==> src/rtl/change_dispenser.sv <==
// Greedy coin-change payout controller.
// A refund strobe in IDLE loads the balance; the FSM then alternates
// SELECT (pick the largest coin that still fits) and REQ (hold the coin
// request until the hopper takes it) until the remainder drops below the
// smallest coin. DONE pulses once, flagging any unpayable residue.
//
// Hopper handshake: in REQ, coin_req is 1 and coin_sel is stable; a coin
// transfers on every rising edge where coin_req=1 and coin_rdy=1. coin_req
// then drops for one SELECT cycle before the next coin. There is no timeout.
module change_dispenser #(
  parameter int unsigned D0 = 100,
  parameter int unsigned D1 = 50,
  parameter int unsigned D2 = 20,
  parameter int unsigned D3 = 10
) (
  input  logic       clk,
  input  logic       rst,
  input  logic       refund,
  input  logic [9:0] balance,
  input  logic       coin_rdy,
  output logic       coin_req,
  output logic [1:0] coin_sel,
  output logic [9:0] remain,
  output logic [4:0] coin_cnt,
  output logic       busy,
  output logic       done,
  output logic       error,
  output logic [2:0] state
);

  typedef enum logic [2:0] {
    S_IDLE   = 3'b000,
    S_SELECT = 3'b001,
    S_REQ    = 3'b010,
    S_DONE   = 3'b011
  } state_t;

  localparam logic [9:0] V0 = 10'(D0);
  localparam logic [9:0] V1 = 10'(D1);
  localparam logic [9:0] V2 = 10'(D2);
  localparam logic [9:0] V3 = 10'(D3);

  state_t      state_q, state_d;
  logic [1:0]  coin_sel_q, coin_sel_d;
  logic [9:0]  remain_q, remain_d;
  logic [4:0]  coin_cnt_q, coin_cnt_d;
  logic        error_q, error_d;
  logic [9:0]  coin_val;

  // Face value of the coin currently being requested.
  always_comb begin
    coin_val = V3;
    case (coin_sel_q)
      2'b00:   coin_val = V0;
      2'b01:   coin_val = V1;
      2'b10:   coin_val = V2;
      default: coin_val = V3;
    endcase
  end

  // Next-state and datapath updates; a coin is only chosen when it fits,
  // so the subtraction in REQ can never wrap.
  always_comb begin
    state_d    = state_q;
    coin_sel_d = coin_sel_q;
    remain_d   = remain_q;
    coin_cnt_d = coin_cnt_q;
    error_d    = error_q;
    case (state_q)
      S_IDLE: begin
        if (refund) begin
          remain_d   = balance;
          coin_cnt_d = 5'd0;
          error_d    = 1'b0;
          state_d    = S_SELECT;
        end
      end
      S_SELECT: begin
        state_d = S_REQ;
        if (remain_q >= V0)      coin_sel_d = 2'b00;
        else if (remain_q >= V1) coin_sel_d = 2'b01;
        else if (remain_q >= V2) coin_sel_d = 2'b10;
        else if (remain_q >= V3) coin_sel_d = 2'b11;
        else begin
          state_d = S_DONE;
          error_d = (remain_q != 10'd0);
        end
      end
      S_REQ: begin
        if (coin_rdy) begin
          remain_d   = remain_q - coin_val;
          coin_cnt_d = (coin_cnt_q == 5'd31) ? coin_cnt_q : coin_cnt_q + 5'd1;
          state_d    = S_SELECT;
        end
      end
      S_DONE:  state_d = S_IDLE;
      default: state_d = S_IDLE;
    endcase
  end

  // State and datapath registers; reset aborts any payout in flight.
  always_ff @(posedge clk or negedge rst) begin
    if (!rst) begin
      state_q    <= S_IDLE;
      coin_sel_q <= 2'b00;
      remain_q   <= 10'd0;
      coin_cnt_q <= 5'd0;
      error_q    <= 1'b0;
    end else begin
      state_q    <= state_d;
      coin_sel_q <= coin_sel_d;
      remain_q   <= remain_d;
      coin_cnt_q <= coin_cnt_d;
      error_q    <= error_d;
    end
  end

  // Outputs are registers or pure decodes of the state register.
  always_comb begin
    coin_req = (state_q == S_REQ);
    done     = (state_q == S_DONE);
    busy     = (state_q == S_SELECT) || (state_q == S_REQ) || (state_q == S_DONE);
    state    = state_q;
    coin_sel = coin_sel_q;
    remain   = remain_q;
    coin_cnt = coin_cnt_q;
    error    = error_q;
  end

endmodule

==> config.mk <==
export PLATFORM = sky130hd
export DESIGN_NAME = change_dispenser
export DESIGN_NICKNAME = d
export VERILOG_FILES = /design/src/rtl/change_dispenser.sv
export SDC_FILE = /design/constraint.sdc
export NUM_CORES = 1
export LEC_CHECK = 0
export ABC_AREA = 1
export BUFFER_PORTS_ARGS = -buffer_cell sky130_fd_sc_hd__clkbuf_2
export CORE_ASPECT_RATIO = 1.5
export CORE_UTILIZATION = 45
export CTS_BUF_LIST = sky130_fd_sc_hd__clkbuf_4 sky130_fd_sc_hd__clkbuf_8 sky130_fd_sc_hd__clkbuf_16
export DETAILED_ROUTE_END_ITERATION = 6
export PLACE_DENSITY_LB_ADDON = 0.3
export SYNTH_ARGS = -nofsm -noshare
export SYNTH_HDL_FRONTEND = slang
export SYNTH_SLANG_ARGS = --single-unit
==> constraint.sdc <==
create_clock -name clk -period 2.1 [get_ports clk]
set_input_delay 0.42 -clock clk [delete_from_list [all_inputs] [get_ports clk]]
set_output_delay 0.42 -clock clk [all_outputs]
set_load 0.02 [all_outputs]
==> summary.md <==
| Metric | Value |
|---|---|
| Cell Area, Placed | 1740 um^2 |
| Antenna cells | 0 |
| CP max stage cell | dfrtp_1 |
| Synth top area share | 33.11% |
| Worst Path Arrival | 2.09 ns |
| Rows | 25 |
| Clock power share | 9.7% |
| Max-Cap Viols | 0 |
| DR DRC count | 0 |
| Fin cells | 300 |
| DRC marker count from the first detailed-route iteration | 35 |
| DRT Pass-1 Iters | 4 |
| Number of global-route vias before repair | 1436 |
| Post-synthesis mux area share | 0% |
| Commonest cells after routing, fill and taps aside | nand2_1, clkbuf_2, inv_1, nor2_1, dfrtp_1 |
| Area leader, netlist | dfrtp_1 |
| Simple-Gate Fraction of Synth Area | 33.03% |
| VDD IR-drop max | 0.9193 mV |
| Area grow syn2layout | 19.04% |
| CP endpoint kind | flop |
| TNS Setup | 0 ns |
| Data required time of the worst path | 2.26 ns |
| Syn Nets | 247 |
| Antenna Violating Nets Remaining | 0 |
| Clock root buffer | clkbuf_8 |
| Largest family of logic cells by synthesized area | simple AND/OR/NAND/NOR gates |
| CTS tree | yes |
| Routed WL per cell | 11.43 um |
| Crit-path max FO | 5 |
| Post-synthesis xor/xnor area fraction | 0.5795% |
| Cts-stage hold buffer count | 0 |
| Synth warnings | 0 |
| Final Max Tran Viols | 0 |
| Min cycle time layout | 1.931 ns |
| Slowest stage delay, CP | 0.43 ns |
| Top Ports | 38 |
| Leakage | 1.022 nW |
| Max clock buf depth | 2 |
| Peak Freq | 518.0 MHz |
| Sw Pwr | 0.001744 W |
| Hold crit path type | in -> async |
| Relative slew slack | 64.77% |
| Core area | 3191 um^2 |
| Outcome | finished clean |
| CTS resizes | 0 |
| Syn Inst Count | 220 |
| Routed WL | 3428 um |
| DR vias/cell | 4.917 |
| GP Congestion | 0.8614 |
| CP Buf/Inv Count | 3 |
| Fill cell count | 348 |
| Initial Utilization | 47.37% |
| Switching share of total power | 54.43% |
| Fin area | 1799 um^2 |
| Most common cell after layout, fill and taps aside | nand2_1 |
| Post-route met1 wirelength | 1520 um |
| Die Ht | 72.98 um |
| Worst-Margin Slew | 0.5284 ns |
| Met3 WL | 91 um |
| Syn Area/Cell | 6.870 um^2 |
| Postcts setup bufs | 0 |
| Number of port buffers | 36 |
| Via count | 1475 |
| Top cells by area, synth | dfrtp_1, nand2_1, ha_1, inv_1, nor2_1 |
| Share of cells above drive strength 1 | 21.92% |
| Global route overflow | 0 |
| Post-synthesis sequential area ratio | 33.11% |
| Crit Path Class | reg -> reg |
| Die area | 3599 um^2 |
| Worst Skew | 0.01066 ns |
| Clk pin slew, worst setup/hold paths | 0.09 ns |
| Unique masters post-synth | 27 |
| Top sig layer | met4 |
| Clock Sinks | 20 |
| Worst-path cell chain | inv_1 -> ha_1 -> inv_1 -> ha_1 -> a21oi_1 -> nand2_1 -> nand2_1 -> nand3_1 -> nand2_1 -> nand2_1 -> nand2_1 -> inv_1 |
| Final Setup Violations | 0 |
| Delay-heaviest family, CP | adder cells |
| Post-Synth Adder-Cell Area | 11.26% |
| Htree depth | 1 |
| CP Launch Type | flop |
| Initial antenna violation count | 0 |
| Final hold vios | 0 |
| Cell Pwr Density | 1781 nW/um^2 |
| RSZ-0062 raised after global routing | no |
| GR Util All Layers | 21.88% |
| Largest net degree at the start of global routing | 21 |
| Comb power frac | 66.6% |
| Synth Area in Compound Gates | 12.00% |
| Synthesized area | 1511 um^2 |
| Worst path most repeated cell | nand2_1 |
| CTS buffer count | 3 |
| Nets | 288 |
| Placed insts | 296 |
| Sequential Power Share | 23.7% |
| Post-DP HPWL | 2678 um |
| DR WL met2 | 1742 um |
| Clock latency on the worst-skew pair | 0.27 ns |
| Final worst-path cycle share | 91.93% |
| First-pass GRT wire length | 6051 um |
| Die width | 49.32 um |
| Yosys reg bits | 20 |
| Int Power | 0.001460 W |
area by class of cell:
cell class / count / area, um^2 / area share, %
Multi-Input combinational cell: 164 / 867.1 / 48.19
Inverter: 33 / 123.9 / 6.885
Clock buffer: 4 / 55.05 / 3.060
Timing Repair Buffer: 39 / 202.7 / 11.27
Tap cell: 40 / 50.05 / 2.782
Sequential cell: 20 / 500.5 / 27.82
cells in the mapped netlist:
| cell type | n |
|---|---|
| conb_1 | 1 |
| ha_1 | 12 |
| nor2_4 | 1 |
| nand2_2 | 2 |
| o211ai_1 | 1 |
| a21oi_1 | 11 |
| buf_6 | 1 |
| a21boi_0 | 1 |
| a31oi_2 | 2 |
| buf_2 | 1 |
| nor3_1 | 1 |
| nand3b_1 | 1 |
| dfrtp_1 | 20 |
| xor2_1 | 1 |
| nor2_1 | 25 |
| fa_1 | 1 |
| nand2_1 | 68 |
| o21ai_2 | 3 |
| nand4_1 | 1 |
| o21ai_0 | 9 |
| o21ai_1 | 3 |
| inv_2 | 3 |
| buf_4 | 1 |
| nand3_1 | 18 |
| or2_2 | 1 |
| inv_1 | 30 |
| nand2_4 | 1 |
final timing paths:
| path | from | to | slack [ns] | depth (start not counted) |
|---|---|---|---|---|
| hold reg to reg | error | error | 0.48 | 2 |
| min in group clk | coin_rdy | state[1] | 0.37 | 2 |
| setup / recovery | coin_sel[0] | remain[7] | 0.17 | 12 |
| hold / removal | rst | remain[1] | 0.11 | 1 |
| max in group asynchronous | rst | remain[6] | 1.63 | 1 |
| setup reg to reg | coin_sel[0] | remain[7] | 0.17 | 12 |
cells by family after synthesis:
| group | after synthesis |
|---|---|
| adders and majority gates | 13 |
| and+or+nand+nor | 119 |
| other | 1 |
| buffers and inverters | 36 |
| DFF | 20 |
| xor gates and xnor gates | 1 |
| AOI/OAI and AO/OA | 30 |
routing by layer:
metal  up-vias  track usage, %
met2        30           39.57
li1        773               -
met3         7           2.083
met5         -               0
met4         0           8.824
met1       665           26.21
power by group through the flow:
| stage | clock network [W] | logic (W) | registers, W |
|---|---|---|---|
| detailed placement | 0 | 0.00213 | 0.000772 |
| CTS | 0.000312 | 0.00214 | 0.000765 |
| finish | 0.000310 | 0.00213 | 0.000759 |
| global placement | 0 | 0.00209 | 0.000767 |
| global route | 0.000326 | 0.00245 | 0.000788 |
| floorplan | 0 | 0.00142 | 0.000920 |
registers in the layout (all words and copies together), names as in the netlist:
name      count
state         2
error         1
coin_cnt      5
coin_sel      2
remain       10
worst register-to-register path, delay by kind of cell, from the launching register on:
family,cells,cell delay [ns]
fa+ha+maj,2,0.60
buf+inv,3,0.17
compound gates,1,0.15
simple gates,6,0.50
flops,1,0.43
per-stage QoR:
step	util, %	total power, W	hold WS, ns	setup WS [ns]
floorplan	-	0.002340	0.1244	0.1318
global placement	54.55	0.002861	0.4204	0.2325
detailed placement	54.55	0.002900	0.4261	0.1858
CTS	56.27	0.003217	0.1356	0.1581
global route	56.39	0.003567	0.1617	0.02938
finish	56.39	0.003204	0.1086	0.1694
No activity file was read; power rests on OpenSTA's default activity.
